`config.mk`:
```
export PLATFORM = sky130hd
export DESIGN_NAME = piso_shift_register
export DESIGN_NICKNAME = d
export VERILOG_FILES = /design/src/rtl/piso_shift_register.sv
export SDC_FILE = /design/constraint.sdc
export NUM_CORES = 1
export LEC_CHECK = 0
export BUFFER_PORTS_ARGS = -buffer_cell sky130_fd_sc_hd__buf_2
export CAP_MARGIN = 20
export CORE_MARGIN = 2
export CORE_UTILIZATION = 45
export DETAILED_ROUTE_END_ITERATION = 10
export GPL_TIMING_DRIVEN = 0
export PLACE_DENSITY_LB_ADDON = 0.12
export SYNTH_ARGS = -nofsm -noshare
export SYNTH_HDL_FRONTEND = slang
export SYNTH_SLANG_ARGS = --single-unit
```
`constraint.sdc`:
```
create_clock -name clk -period 1.4 [get_ports clk]
set_input_delay 0.14 -clock clk [delete_from_list [all_inputs] [get_ports clk]]
set_output_delay 0.14 -clock clk [all_outputs]
set_load 0.05 [all_outputs]
```
`src/rtl/piso_shift_register.sv`:
```
// rtl/piso_shift_register.sv - parallel-in serial-out shift register with valid/ready word input
module piso_shift_register #(
   parameter int DATA_WIDTH = 16,
   parameter bit MSB_FIRST  = 1'b1
) (
   input  logic                  clk,
   input  logic                  reset,
   input  logic [DATA_WIDTH-1:0] din,
   input  logic                  din_valid,
   output logic                  din_ready,
   output logic                  dout,
   output logic                  dout_valid,
   output logic                  dout_last
);

   localparam int CW = $clog2(DATA_WIDTH);
   localparam logic [CW-1:0] LAST_CNT = CW'(DATA_WIDTH - 1);

   typedef enum logic {
      IDLE  = 1'b0,
      SHIFT = 1'b1
   } state_t;

   state_t                state;
   state_t                state_next;
   logic [DATA_WIDTH-1:0] shreg;
   logic [DATA_WIDTH-1:0] shreg_next;
   logic [DATA_WIDTH-1:0] shreg_shifted;
   logic [CW-1:0]         cnt;
   logic [CW-1:0]         cnt_next;
   logic                  at_last;
   logic                  accept;
   logic                  out_bit;

   // Outputs come from registered state only; reset forces every output low.
   assign at_last    = (state == SHIFT) && (cnt == LAST_CNT);
   assign dout_valid = !reset && (state == SHIFT);
   assign dout_last  = !reset && at_last;
   // Ready on the last bit lets the next word follow with no bubble.
   assign din_ready  = !reset && ((state == IDLE) || at_last);
   assign accept     = din_valid && din_ready;
   assign out_bit    = MSB_FIRST ? shreg[DATA_WIDTH-1] : shreg[0];
   assign dout       = dout_valid && out_bit;

   // Move the next bit toward the output end, zero-filling behind it.
   assign shreg_shifted = MSB_FIRST ? {shreg[DATA_WIDTH-2:0], 1'b0}
                                    : {1'b0, shreg[DATA_WIDTH-1:1]};

   // State, shift register and bit counter update.
   always_ff @(posedge clk) begin
      if (reset) begin
         state <= IDLE;
         shreg <= '0;
         cnt   <= '0;
      end else begin
         state <= state_next;
         shreg <= shreg_next;
         cnt   <= cnt_next;
      end
   end

   // Next-state: load on accept, shift mid-word, decide reload or idle on the last bit.
   always_comb begin
      state_next = state;
      shreg_next = shreg;
      cnt_next   = cnt;
      case (state)
         IDLE: begin
            if (accept) begin
               state_next = SHIFT;
               shreg_next = din;
               cnt_next   = '0;
            end
         end
         SHIFT: begin
            if (!at_last) begin
               shreg_next = shreg_shifted;
               cnt_next   = cnt + CW'(1);
            end else if (accept) begin
               shreg_next = din;
               cnt_next   = '0;
            end else begin
               state_next = IDLE;
               cnt_next   = '0;
            end
         end
         default: begin
            state_next = IDLE;
            cnt_next   = '0;
         end
      endcase
   end

endmodule
```
==> summary.md, run 1 <==
| Metric | Value |
|---|---|
| TritonCTS Sinks | `21` |
| Worst path buffer plus inverter count | `3` |
| Area growth, synth to finish | `27.9%` |
| Post-synthesis cell count | `122` |
| Synth warnings | `0` |
| FILL cells | `250` |
| Count of pins over their slew limit | `0` |
| Die height | `56.7 um` |
| Number of buffers added on ports | `22` |
| Post-synthesis async set-or-reset flop share | `0%` |
| RSZ-0062 raised after global routing | `yes` |
| Synth cell types | `31` |
| Synth Flop Type | `dfxtp_1` |
| Hold path start | `reset` |
| Setup CP Type | `reg2out` |
| Max incr delay on CP | `0.38 ns` |
| Seq. cell area | `about 430 um^2` |
| Sw Pwr | `roughly 0.38 mW` |
| Critical Path Start Type | `flop` |
| Clk pwr share | `23.6%` |
| Initial antenna violation count | `0` |
| Synth cell count leaders | `21 x dfxtp_1, 19 x inv_1, 9 x nor2b_1` |
| Cell Rows | `19` |
| Largest fanout on the critical path | `2` |
| Gpl congestion | `0.751` |
| CP arrival | `1.40 ns` |
| Post-route setup TNS | `-0.550 ns` |
| Die area | `3220 um^2` |
| Pint | `about 0.9 mW` |
| Pwr dens | `814 nW/um^2` |
| Core Footprint | `2690 um^2` |
| Seq pwr share | `51.1%` |
| Global route total overflow | `0` |
| Number of global-route vias before repair | `1026` |
| Drt first pass iters | `4` |
| Crit path required time | `about 1.3 ns` |
| Top delay family on crit path | `buffers and inverters` |
| Mapped cell area | `approximately 1200 um^2` |
| Leakage | `between 0.6 and 0.7 nW` |
| Setup Skew | `between 0.009 and 0.01 ns` |
| # H-tree levels | `1` |
| Worst-path clk slew | `approximately 0.13 ns` |
| Switching Fraction | `29.4%` |
| Clock buffer depth | `2` |
| Drt via density | `5.48` |
| Failing checks | `negative setup slack` |
| Final setup viols | `8` |
| Area contributors post-synth | `dfxtp_1 34%, a221oi_2 9.6%, a211oi_2 8.0%` |
| Inserted Clock Buffers | `3` |
| Hpwl dp | `1810 um` |
| DRC viols | `0` |
| Ant diodes | `0` |
| Status | `finished, violations left` |
| Syn_nets | `142` |
| Comb power frac | `25.3%` |
| Fin. Hold Viols | `0` |
| Slew headroom | `about four fifths` |
| R2R Path Start | `cnt[1]` |
| Achievable Freq | `about 0.65 GHz` |
| Worst slew pin tran | `0.307 ns` |
| Worst Setup SP | `cnt[1]` |
| PnR Total Power | `1.30 mW` |
| Syn avg cell area | `10.2 um^2` |
| # IOs | `23` |
| Yosys top cell area share | `33.6%` |
| VDD IR max | `between 500 and 600 uV` |
| CP Cell Sequence | `ha_4 -> nand3_4 -> buf_6 -> buf_12 -> nor2_4 -> buf_8` |
| Yosys reg bits | `21` |
| Final worst slack | `-0.143 ns` |
| Seq/Total Area, Yosys | `33.6%` |
| Final period util | `110%` |
| Crit path capture type | `output port` |
| Gr usage total | `a little under a fifth` |
| First-pass GRT wire length | `approximately 4700 um` |
| Largest area contributor in the netlist | `dfxtp_1` |
| Post-synth EDFFs | `0` |
| Layout cells sized above 1 | `a little over half` |
| Die W | `56.7 um` |
| MaxCap Viol Count | `0` |
| CTS tree | `yes` |
| Hold WC Path Type | `in2reg` |
| Routed wire length | `2850 um` |
| Average wire per standard cell | `between 15 and 20 um` |
| Starting DRT DRC Count | `21` |
| Fin crit period | `1.54 ns` |
| Largest net degree at the start of global routing | `13` |
| Root Driver | `clkbuf_4` |
| Initial core utilization | `46.5%` |
| Worst path slowest cell | `dfxtp_2` |
| Nets | `around 180` |
| Clk Latency, worst-skew pair | `between 0.3 and 0.4 ns` |
| Post-DRT Antenna Nets | `0` |
| Count leader, synth | `dfxtp_1` |
| Area occupied by multi-input gates | `732 um^2` |
| DR vias | `1013` |
[metrics by stage]
stage | instances | worst slack, ns | instance area, um^2 | util [%] | hold slack, ns
after floorplan | 122 | -0.106 | 1260 | - | 0.210
after global placement | 175 | -0.188 | 1410 | 52.5 | 0.394
final | 185 | -0.143 | 1600 | 59.5 | 0.0691
after CTS | 184 | -0.134 | 1510 | 56.2 | 0.0709
after detailed placement | 175 | -0.210 | 1410 | 52.5 | 0.399
after global routing | 185 | -0.192 | 1600 | 59.5 | 0.0765
[worst reg2reg max path, stage by stage, from the launching register on]
cell and delay (ns):
dfxtp_2 0.38, ha_4 0.15, nand3_4 0.07, buf_6 0.13, buf_12 0.12, buf_4 0.18
a221oi_2 0.25, a211oi_2 0.07
[power groups by stage]
| stage | sequential (mW) | combinational [mW] | clock (mW) |
|---|---|---|---|
| 6_report | 0.665 | 0.330 | 0.308 |
| 4_1_cts | 0.666 | 0.300 | 0.311 |
| 3_5_place_dp | 0.677 | 0.293 | 0 |
| 5_1_grt | 0.670 | 0.358 | 0.334 |
| 3_3_place_gp | 0.675 | 0.286 | 0 |
| 2_1_floorplan | 0.670 | 0.226 | 0 |
[sequential cells by signal, summed over array words and instances (netlist names)]
| register | count |
|---|---|
| shreg | 16 |
| cnt | 4 |
| state | 1 |
[routing by layer]
layer  up-vias  GRT usage, %  wire length, um  share of wire, %
li1        498             -                -                 -
met2        20          32.6             1420                50
met4         0          8.84               42               1.5
met3         4          2.76               91               3.2
met1       491          22.9             1290                45
met5         -             0                0                 0
[worst paths after layout]
| kind | end | slack [ns] | cells past startpoint |
|---|---|---|---|
| setup / recovery | dout_last | -0.14 | 6 |
| hold / removal | shreg[0] | 0.07 | 2 |
| setup reg to reg | shreg[1] | -0.07 | 7 |
| hold reg to reg | shreg[7] | 0.46 | 2 |
[cells by family after synthesis]
| family | synth area share (%) |
|---|---|
| compound gates | 30.6 |
| fa+ha+maj | 1.00 |
| buf+inv | 16.7 |
| flops | 33.6 |
| mux | 0.801 |
| simple gates | 17.2 |
[placed cells by master (no fill, tap or decap), types with 2 or more instances in the layout]
master / netlist / routed
inv_1: 19 / 19
a211oi_2: 8 / 8
buf_4: 0 / 8
nor2_4: 0 / 2
buf_2: 2 / 21
buf_6: 2 / 3
buf_8: 2 / 2
dfxtp_1: 21 / 18
clkbuf_8: 4 / 4
a221oi_2: 8 / 12
a221oi_4: 0 / 2
and2b_4: 6 / 6
a21oi_1: 4 / 4
a211oi_1: 7 / 7
nor2b_1: 9 / 9
dfxtp_2: 0 / 2
clkbuf_4: 0 / 3
nand2_1: 2 / 2
nor2_1: 5 / 3
[timing repair]
item                                    in CTS  in global routing
gates resized for setup                     14                 12
hold endpoints to repair                     0                  0
endpoints found under the setup margin      14                 15
pin swaps                                    2                  2
setup buffers                                7                  1
hold buffers                                 0                  0
[final cells by class]
cell class / instances / area share, %
buffer: 9 / 6.96
clock buffer: 4 / 1.64
inverter: 19 / 4.46
multi-input combinational: 71 / 45.8
sequential: 21 / 26.7
tap: 31 / 2.43
timing repair buffer: 30 / 12.1
Power figures use the tool's default switching activity.
==> run 2: changes to the inputs <==
- BUFFER_PORTS_ARGS: -buffer_cell sky130_fd_sc_hd__buf_2 -> default
- DONT_BUFFER_PORTS: default -> 1
- HOLD_SLACK_MARGIN: default -> 0.03
- SKIP_LAST_GASP: default -> 1
==> summary.md, run 2 (synthesis gave the netlist of run 1 again) <==
| Metric | Value |
|---|---|
| Largest net degree at the start of global routing | `17 (was 13)` |
| Worst slew pin tran | `0.333 ns (was 0.307 ns)` |
| Switching Fraction | `28.8% (was 29.4%)` |
| Die height | `56.7 um (unchanged)` |
| Die area | `3220 um^2 (unchanged)` |
| Placed cells | `153 (was 175)` |
| Final hold slack | `0.0588 ns (was 0.0691 ns)` |
| Inserted Clock Buffers | `3 (unchanged)` |
| Largest fanout on the critical path | `2 (unchanged)` |
| Crit path capture type | `output port (unchanged)` |
| Post-route setup TNS | `-0.713 ns (was -0.550 ns)` |
| Post-DRT Antenna Nets | `0 (unchanged)` |
| DP Worst Slack | `-0.220 ns (was -0.210 ns)` |
| DP Area | `1300 um^2 (was 1410 um^2)` |
| Gr usage total | `19.4% (was 18.9%)` |
| Initial antenna violation count | `0 (unchanged)` |
| Hpwl dp | `1820 um (was 1810 um)` |
| Seq pwr share | `52.3% (was 51.1%)` |
| CP arrival | `1.44 ns (was 1.40 ns)` |
| Hold WC Path Type | `in2reg (unchanged)` |
| Starting DRT DRC Count | `36 (was 21)` |
| Core Footprint | `2690 um^2 (unchanged)` |
| RSZ-0062 raised after global routing | `yes (unchanged)` |
| Setup CP Type | `reg2out (unchanged)` |
| Status | `finished, violations left (unchanged)` |
| Clk pwr share | `24.1% (was 23.6%)` |
| Nets | `155 (was 175)` |
| Fin crit period | `1.58 ns (was 1.54 ns)` |
| Root Driver | `clkbuf_4 (unchanged)` |
| Fin cells | `165 (was 185)` |
| Slew headroom | `77.8% (was 79.4%)` |
| Initial core utilization | `46.5% (unchanged)` |
| Final period util | `113% (was 110%)` |
| Failing checks | `negative setup slack (unchanged)` |
| Area growth, synth to finish | `19.7% (was 27.9%)` |
| Critical Path Start Type | `flop (unchanged)` |
| Die W | `56.7 um (unchanged)` |
| Max incr delay on CP | `0.38 ns (about the same)` |
| Crit path required time | `1.26 ns (about the same)` |
| Largest registers | `shreg: 16 flops, cnt: 4 flops, state: 1 flops (unchanged)` |
| Setup Skew | `0.00690 ns (was 0.00970 ns)` |
| # H-tree levels | `1 (unchanged)` |
| Comb power frac | `23.6% (was 25.3%)` |
| CTS tree | `yes (unchanged)` |
| Average wire per standard cell | `16.9 um (was 15.4 um)` |
| Worst path slowest cell | `dfxtp_2 (unchanged)` |
| PnR Total Power | `1.27 mW (was 1.30 mW)` |
| Global route total overflow | `0 (unchanged)` |
| Reg-to-reg setup timing slack | `-0.07 ns (about the same)` |
| Sw Pwr | `0.365 mW (was 0.383 mW)` |
| Fin. Hold Viols | `0 (unchanged)` |
| Clk Latency, worst-skew pair | `0.31 ns (about the same)` |
| Pint | `0.902 mW (was 0.919 mW)` |
| CP Cell Sequence | `ha_4 -> nand3_4 -> buf_6 -> buf_12 -> nor2_4 (was ha_4 -> nand3_4 -> buf_6 -> buf_12 -> nor2_4 -> buf_8)` |
| Count of pins over their slew limit | `0 (unchanged)` |
| Pwr dens | `846 nW/um^2 (was 814 nW/um^2)` |
| TritonCTS Sinks | `21 (unchanged)` |
| Top delay family on crit path | `flip-flops (was buffers and inverters)` |
| DRC viols | `0 (unchanged)` |
| Final instance area | `1500 um^2 (was 1600 um^2)` |
| Drt via density | `5.65 (was 5.48)` |
| Achievable Freq | `0.635 GHz (was 0.648 GHz)` |
| Final setup viols | `10 (was 8)` |
| Drt first pass iters | `4 (unchanged)` |
| Max reg flops | `16 (unchanged)` |
| VDD IR max | `549 uV (was 550 uV)` |
| Gpl congestion | `0.722 (was 0.751)` |
| First-pass GRT wire length | `4770 um (was 4710 um)` |
| Number of buffers added on ports | `0 (was 22)` |
| Worst path buffer plus inverter count | `2 (was 3)` |
| Routed wire length | `2790 um (was 2850 um)` |
| # IOs | `23 (unchanged)` |
| Most flop-heavy register | `shreg (unchanged)` |
| Worst-path clk slew | `0.13 ns (about the same)` |
| Leakage | `0.520 nW (was 0.615 nW)` |
| Cell Rows | `19 (unchanged)` |
| Layout cells sized above 1 | `47.0% (was 53.9%)` |
| Clock buffer depth | `2 (unchanged)` |
| Commonest cells after routing, fill and taps aside | `18 x inv_1, 18 x dfxtp_1, 12 x a221oi_2 (was 21 x buf_2, 19 x inv_1, 18 x dfxtp_1)` |
| Number of global-route vias before repair | `975 (was 1026)` |
| Final worst slack | `-0.176 ns (was -0.143 ns)` |
| DR vias | `933 (was 1013)` |
| MaxCap Viol Count | `0 (unchanged)` |
| Ant diodes | `0 (unchanged)` |
| Final core occ | `55.7% (was 59.5%)` |
## run 2: final timing paths
path,start,end,cells after the start
max,cnt[1],dout_last,5
min,reset,shreg[15],2
max reg2reg,cnt[1],shreg[1],7
min reg2reg,shreg[7],shreg[8],2
## run 2: power by group through the flow
| stage | Clock, mW | Sequential (mW) | Combinational [mW] |
|---|---|---|---|
| floorplan | 0 | 0.670 | 0.226 |
| global placement | 0 | 0.675 | 0.253 |
| detailed placement | 0 | 0.676 | 0.259 |
| CTS | 0.311 | 0.662 | 0.275 |
| global route | 0.339 | 0.669 | 0.325 |
| finish | 0.306 | 0.663 | 0.298 |
## run 2: layout make-up
type                    instances  area [um^2]
well taps                      31         38.8
clock buffers                   4         26.3
plain buffers                   9          111
multi-input cells              71          738
repair buffers                 10         80.1
inverters                      19         75.1
flip-flops and latches         21          427
fillers                       257         1190
## run 2: repair_timing
| item | CTS | global route |
|---|---|---|
| buffers inserted | 8 | 0 |
| pin swaps | 4 | 2 |
| endpoints found under the setup margin | 13 | 16 |
| endpoints found under the hold margin | 2 | 0 |
| resized for setup | 11 | 11 |
| hold buffers | 2 | 0 |
## run 2: per-layer routing
metal | wire, um | GRT usage, % | up-vias
met5 | 0 | 0 | -
met4 | 35 | 7.14 | 0
met3 | 124 | 2.53 | 4
met2 | 1450 | 33.2 | 21
met1 | 1170 | 24.6 | 447
li1 | - | - | 461
## run 2: worst reg2reg max path, cell delays in order (launching register included)
cell,delay (ns)
dfxtp_2,0.38
ha_4,0.16
nand3_4,0.08
buf_6,0.13
buf_12,0.11
buf_4,0.18
a221oi_2,0.26
a211oi_2,0.07
